==> config.mk <==
export PLATFORM = sky130hd
export DESIGN_NAME = program_counter
export DESIGN_NICKNAME = d
export VERILOG_FILES = /design/src/rtl/program_counter.sv
export SDC_FILE = /design/constraint.sdc
export NUM_CORES = 1
export LEC_CHECK = 0
export BUFFER_PORTS_ARGS = -buffer_cell sky130_fd_sc_hd__clkbuf_2
export CORE_MARGIN = 4
export CORE_UTILIZATION = 50
export DETAILED_ROUTE_END_ITERATION = 8
export PLACE_DENSITY_LB_ADDON = 0.08
export SLEW_MARGIN = 20
export SYNTH_ARGS = -nofsm -noshare
export SYNTH_HDL_FRONTEND = slang
export SYNTH_SLANG_ARGS = --single-unit
==> constraint.sdc <==
create_clock -name fclk -period 2.9 [get_ports fclk]
set_input_delay 0.58 -clock fclk [delete_from_list [all_inputs] [get_ports fclk]]
set_output_delay 0.58 -clock fclk [all_outputs]
set_load 0.02 [all_outputs]
==> src/rtl/program_counter.sv <==
// Full-width 65c02 program counter: byte loads, increment, relative branch with
// a one-cycle high-byte fixup on page cross, and RES/NMI/IRQ vector loading.
module program_counter #(
  parameter int          WIDTH     = 16,
  parameter logic [15:0] RESET_VAL = 16'hFFFC,
  parameter logic [15:0] VEC_NMI   = 16'hFFFA,
  parameter logic [15:0] VEC_RES   = 16'hFFFC,
  parameter logic [15:0] VEC_IRQ   = 16'hFFFE
) (
  input  logic             fclk,
  input  logic             resb,
  input  logic             ld_lo,
  input  logic             ld_hi,
  input  logic             inc,
  input  logic             br,
  input  logic             vec_ld,
  input  logic [1:0]       vec_sel,
  input  logic             db_sel,
  input  logic [7:0]       db_in,
  output logic [7:0]       db_out,
  output logic [7:0]       address_low_out,
  output logic [WIDTH-9:0] address_high_out,
  output logic             carry_out,
  output logic             br_busy,
  output logic             page_cross
);

  localparam int HW = WIDTH - 8;

  localparam logic [0:0] IDLE  = 1'b0;
  localparam logic [0:0] FIXUP = 1'b1;

  localparam logic [WIDTH-1:0] RST_PC = RESET_VAL[WIDTH-1:0];
  localparam logic [WIDTH-1:0] NMI_PC = VEC_NMI[WIDTH-1:0];
  localparam logic [WIDTH-1:0] RES_PC = VEC_RES[WIDTH-1:0];
  localparam logic [WIDTH-1:0] IRQ_PC = VEC_IRQ[WIDTH-1:0];

  logic [WIDTH-1:0] pc;
  logic [0:0]       state;
  logic             fix_up;
  logic [WIDTH-1:0] vec_pc;
  logic [HW-1:0]    pc_hi;
  logic [8:0]       br_sum;
  logic             br_cross;
  logic [7:0]       pch_ext;

  always_comb begin
    case (vec_sel)
      2'b00:   vec_pc = NMI_PC;
      2'b01:   vec_pc = RES_PC;
      default: vec_pc = IRQ_PC;
    endcase
  end

  assign pc_hi  = pc[WIDTH-1:8];
  assign br_sum = {1'b0, pc[7:0]} + {1'b0, db_in};
  // A forward offset crosses on carry out; a backward one crosses when no carry.
  assign br_cross = db_in[7] ? ~br_sum[8] : br_sum[8];

  always_comb begin
    pch_ext         = '0;
    pch_ext[HW-1:0] = pc_hi;
  end

  assign db_out           = db_sel ? pch_ext : pc[7:0];
  assign address_low_out  = pc[7:0];
  assign address_high_out = pc_hi;

  always_ff @(posedge fclk or negedge resb) begin
    if (!resb) begin
      pc         <= RST_PC;
      state      <= IDLE;
      fix_up     <= 1'b0;
      carry_out  <= 1'b0;
      br_busy    <= 1'b0;
      page_cross <= 1'b0;
    end else begin
      carry_out  <= 1'b0;
      page_cross <= 1'b0;
      if (state == FIXUP) begin
        state   <= IDLE;
        br_busy <= 1'b0;
        if (vec_ld) begin
          pc <= vec_pc;
        end else begin
          pc[WIDTH-1:8] <= fix_up ? pc_hi + HW'(1) : pc_hi - HW'(1);
          page_cross    <= 1'b1;
        end
      end else if (vec_ld) begin
        pc <= vec_pc;
      end else if (ld_lo || ld_hi) begin
        if (ld_lo) pc[7:0] <= db_in;
        if (ld_hi) pc[WIDTH-1:8] <= db_in[HW-1:0];
      end else if (br) begin
        pc[7:0] <= br_sum[7:0];
        if (br_cross) begin
          state   <= FIXUP;
          br_busy <= 1'b1;
          fix_up  <= ~db_in[7];
        end
      end else if (inc) begin
        pc        <= pc + WIDTH'(1);
        carry_out <= (pc[7:0] == 8'hFF);
      end
    end
  end

endmodule

==> impl_metrics.tcl <==
set metrics [dict create \
    synth_enable_flop_cells 0 \
    postSynth.asyncResetShare 1.000 \
    seq_cells_post_synth 21 \
    leakagePower_nw 1.100 \
    area_growth_syn_to_layout_pct 12.05 \
    path_depth 7 \
    gp_congestion 0.8431 \
    crit_buf_inv 1 \
    grt_start_max_net_pins 23 \
    post_route_ant_nets 0 \
    final_hold_viol_count 0 \
    number_of_antenna_violations_at_the_first_check_in_global_routing 0 \
    insertedDiodeCount 0 \
    hold_path_class "in2async" \
    maxCapViolCount 0 \
    result_of_the_run "complete, no violations" \
    rows 24 \
    total_power_mw 1.134 \
    pre_cts_slack_ns 0.4335 \
    fin_setup_tns_ns 0 \
    wire_length_per_cell_um 18.37 \
    share_of_final_layout_standard_cells_stronger_than_drive_strength_1 0.2500 \
    timing.max_slew.rel_slack 0.6281 \
    die_x_um 75.60 \
    core_area_um2 4384 \
    dpl.hpwl_mm 5.144 \
    final.period_utilization 0.8608 \
    syn-num-nets 320 \
    final_nets 356 \
    power.ir.vdd_worst_v 0.0002782 \
    htree_levels 1 \
    timing.critical_path.cells "inv_1 > ha_1 > a21oi_1 > o211ai_1 > o41ai_1 > mux2_2 > nor4_2" \
    grt_first_pass_wirelength_mm 10.81 \
    yosysWarnings 0 \
    worst-setup-path-type "reg2reg" \
    synth-seq-area-share 0.2377 \
    most_used_routing_layer "met2" \
    timing.critical_path.fanout_max 9 \
    cp_top_family "compound AO/OA/AOI/OAI gates" \
    grt_util_met2 0.3941 \
    skew_ns 0.008215 \
    tritoncts_clock_tree "yes" \
    worstRegToRegCells 7 \
    syn-mean-instance-area_um2 8.016 \
    routed_wirelength_mm 6.834 \
    syn-cell-area_um2 2285 \
    global_route.overflow_total 0 \
    die_area_um2 5715 \
    post-route-drc-count 0 \
    placement.io_buffers 44 \
    via_count_of_the_first_global_routing_pass 2137 \
    worst_ep_required_time_ns 3.08 \
    slowest_delay_ns 0.48 \
    cts_resized 0 \
    cts-root-buf "clkbuf_8" \
    grt_usage 0.2462 \
    ys.flop_type "dfstp_2" \
    synthDistinctLibCells 58 \
    drt_pass1_iterations 5 \
    tightest_slew_ns 0.5579 \
    grt_util_met3 0.03166 \
    unrepaired_setup_endpoints_after_global_routing "false" \
    clockBufferDepth 2 \
    fmax_mhz 400.6 \
    drtIter0Drc 242 \
    max_slew_violation_total_from_the_final_report 0 \
    crit_arrival_ns 2.68 \
    setup_viol_count_final 0 \
    insertion_delay_ns 0.27 \
    ioPinCount 45 \
    total_clock_sinks 21 \
    critPathCaptureType "flip-flop" \
    cp_slowest_cell "o41ai_1" \
    routed-via-count 2395 \
    r2r_setup_slk_ns 0.40 \
    postCtsSetupBuffers 0 \
    clk_transition_reported_paths_ns 0.09 \
    tritoncts.num_buffers 3 \
    cts_hold_buf 0 \
    initial_utilization 0.5211 \
    die_y_um 75.60 \
    finalCriticalPeriod_ns 2.496 \
    pwr_density_cell_nw_per_um2 443.1 \
    gr-usage-met1 0.3581 \
    syn_inst 285 \
    final_setup_slack_of_the_worst_path_ns 0.4038 \
    kind_of_start_point_of_the_critical_path "flip-flop" \
    route.detailed.vias_per_inst 6.438 \
]
cells in the mapped netlist, drive strengths merged (2+ instances only):
| master | number | area, um^2 |
|---|---|---|
| o41ai | 2 | 17.52 |
| o21bai | 3 | 22.52 |
| fa | 2 | 40.04 |
| nor2b | 4 | 25.02 |
| o2111ai | 2 | 17.52 |
| dfstp | 14 | 367.9 |
| o31ai | 3 | 22.52 |
| o21ai | 24 | 120.1 |
| nand4 | 6 | 52.55 |
| nor2 | 22 | 82.58 |
| xor2 | 4 | 35.03 |
| o22ai | 2 | 12.51 |
| buf | 8 | 51.29 |
| clkbuf | 9 | 33.78 |
| nand3 | 11 | 55.05 |
| nand3b | 2 | 15.01 |
| nor3b | 3 | 22.52 |
| a21oi | 21 | 105.1 |
| a31oi | 7 | 43.79 |
| and3 | 2 | 12.51 |
| nor3 | 8 | 40.04 |
| or2 | 4 | 25.03 |
| a211oi | 6 | 45.04 |
| nor4 | 4 | 37.53 |
| ha | 15 | 187.7 |
| dfrtp | 7 | 175.2 |
| a21o | 5 | 37.54 |
| mux2 | 8 | 90.09 |
| mux2i | 4 | 40.04 |
| nand2 | 19 | 71.32 |
| or3 | 2 | 12.51 |
| and4 | 5 | 43.79 |
| o211ai | 8 | 60.06 |
| inv | 14 | 52.55 |
| nand2b | 4 | 25.02 |
| a311oi | 2 | 17.52 |
| xnor2 | 3 | 26.28 |
routing by layer:
layer | vias up | part of all wire
met5 | - | 0
met2 | 102 | 0.46
li1 | 1151 | -
met3 | 4 | 0.068
met4 | 0 | 0.0064
met1 | 1138 | 0.46
layout make-up:
class,count,area [um^2]
Clock buffer,4,45.04
Fill cell,415,1824
Inverter,14,52.55
Multi-Input combinational cell,233,1604
Sequential cell,21,543.0
Tap cell,52,65.06
Timing Repair Buffer,48,250.2
cells in the final DEF (no fill, tap or decap), types with 4 or more instances in the layout:
cell      instances
a211oi_1          6
a21o_1            5
a21oi_1          21
a31oi_1           7
and4_1            5
buf_4             4
clkbuf_2         44
dfrtp_1           7
dfstp_2          14
ha_1             15
inv_1            14
mux2_2            8
mux2i_1           4
nand2_1          19
nand2b_1          4
nand3_1          11
nand4_1           5
nor2_1           22
nor2b_1           4
nor3_1            8
o211ai_1          8
o21ai_0          24
xor2_1            4
report_power, final:
part           internal, mW  switching, mW
combinational         0.204          0.314
clock                0.0982          0.106
sequential            0.344         0.0677
cells by family after synthesis:
family | after synthesis | synth area share
XOR/XNOR | 7 | 0.02684
flip-flops | 21 | 0.2377
adder cells (fa/ha/maj) | 17 | 0.09967
buffers and inverters | 31 | 0.06024
multiplexers | 12 | 0.05696
AO/OA/AOI/OAI | 99 | 0.2842
AND/OR/NAND/NOR | 98 | 0.2344
sequential cells by signal, indices dropped and copies added, names as in the netlist:
name and count:
pc 16, state 1, fix_up 1, br_busy 1, carry_out 1, page_cross 1
metrics by stage:
stage	utilization	instances	cell area (um^2)	hold slack (ns)
2_1_floorplan	-	285	2285	0.2844
3_3_place_gp	0.5736	368	2515	0.4734
3_5_place_dp	0.5736	368	2515	0.4880
4_1_cts	0.5839	372	2560	0.3024
5_1_grt	0.5839	372	2560	0.3157
6_report	0.5839	372	2560	0.2815
worst paths after layout:
kind,startpoint,end
worst max-delay path,fix_up$_DFFE_PN0P_,pc[15]$_DFFE_PN1P_
worst min-delay path,resb,pc[1]$_DFFE_PN0P_
worst max register to register,fix_up$_DFFE_PN0P_,pc[15]$_DFFE_PN1P_
worst min register to register,br_busy$_DFFE_PN0P_,br_busy$_DFFE_PN0P_
max in group asynchronous,resb,pc[15]$_DFFE_PN1P_
min in group fclk,br_busy$_DFFE_PN0P_,br_busy$_DFFE_PN0P_
(Power assumes the default switching activity.)
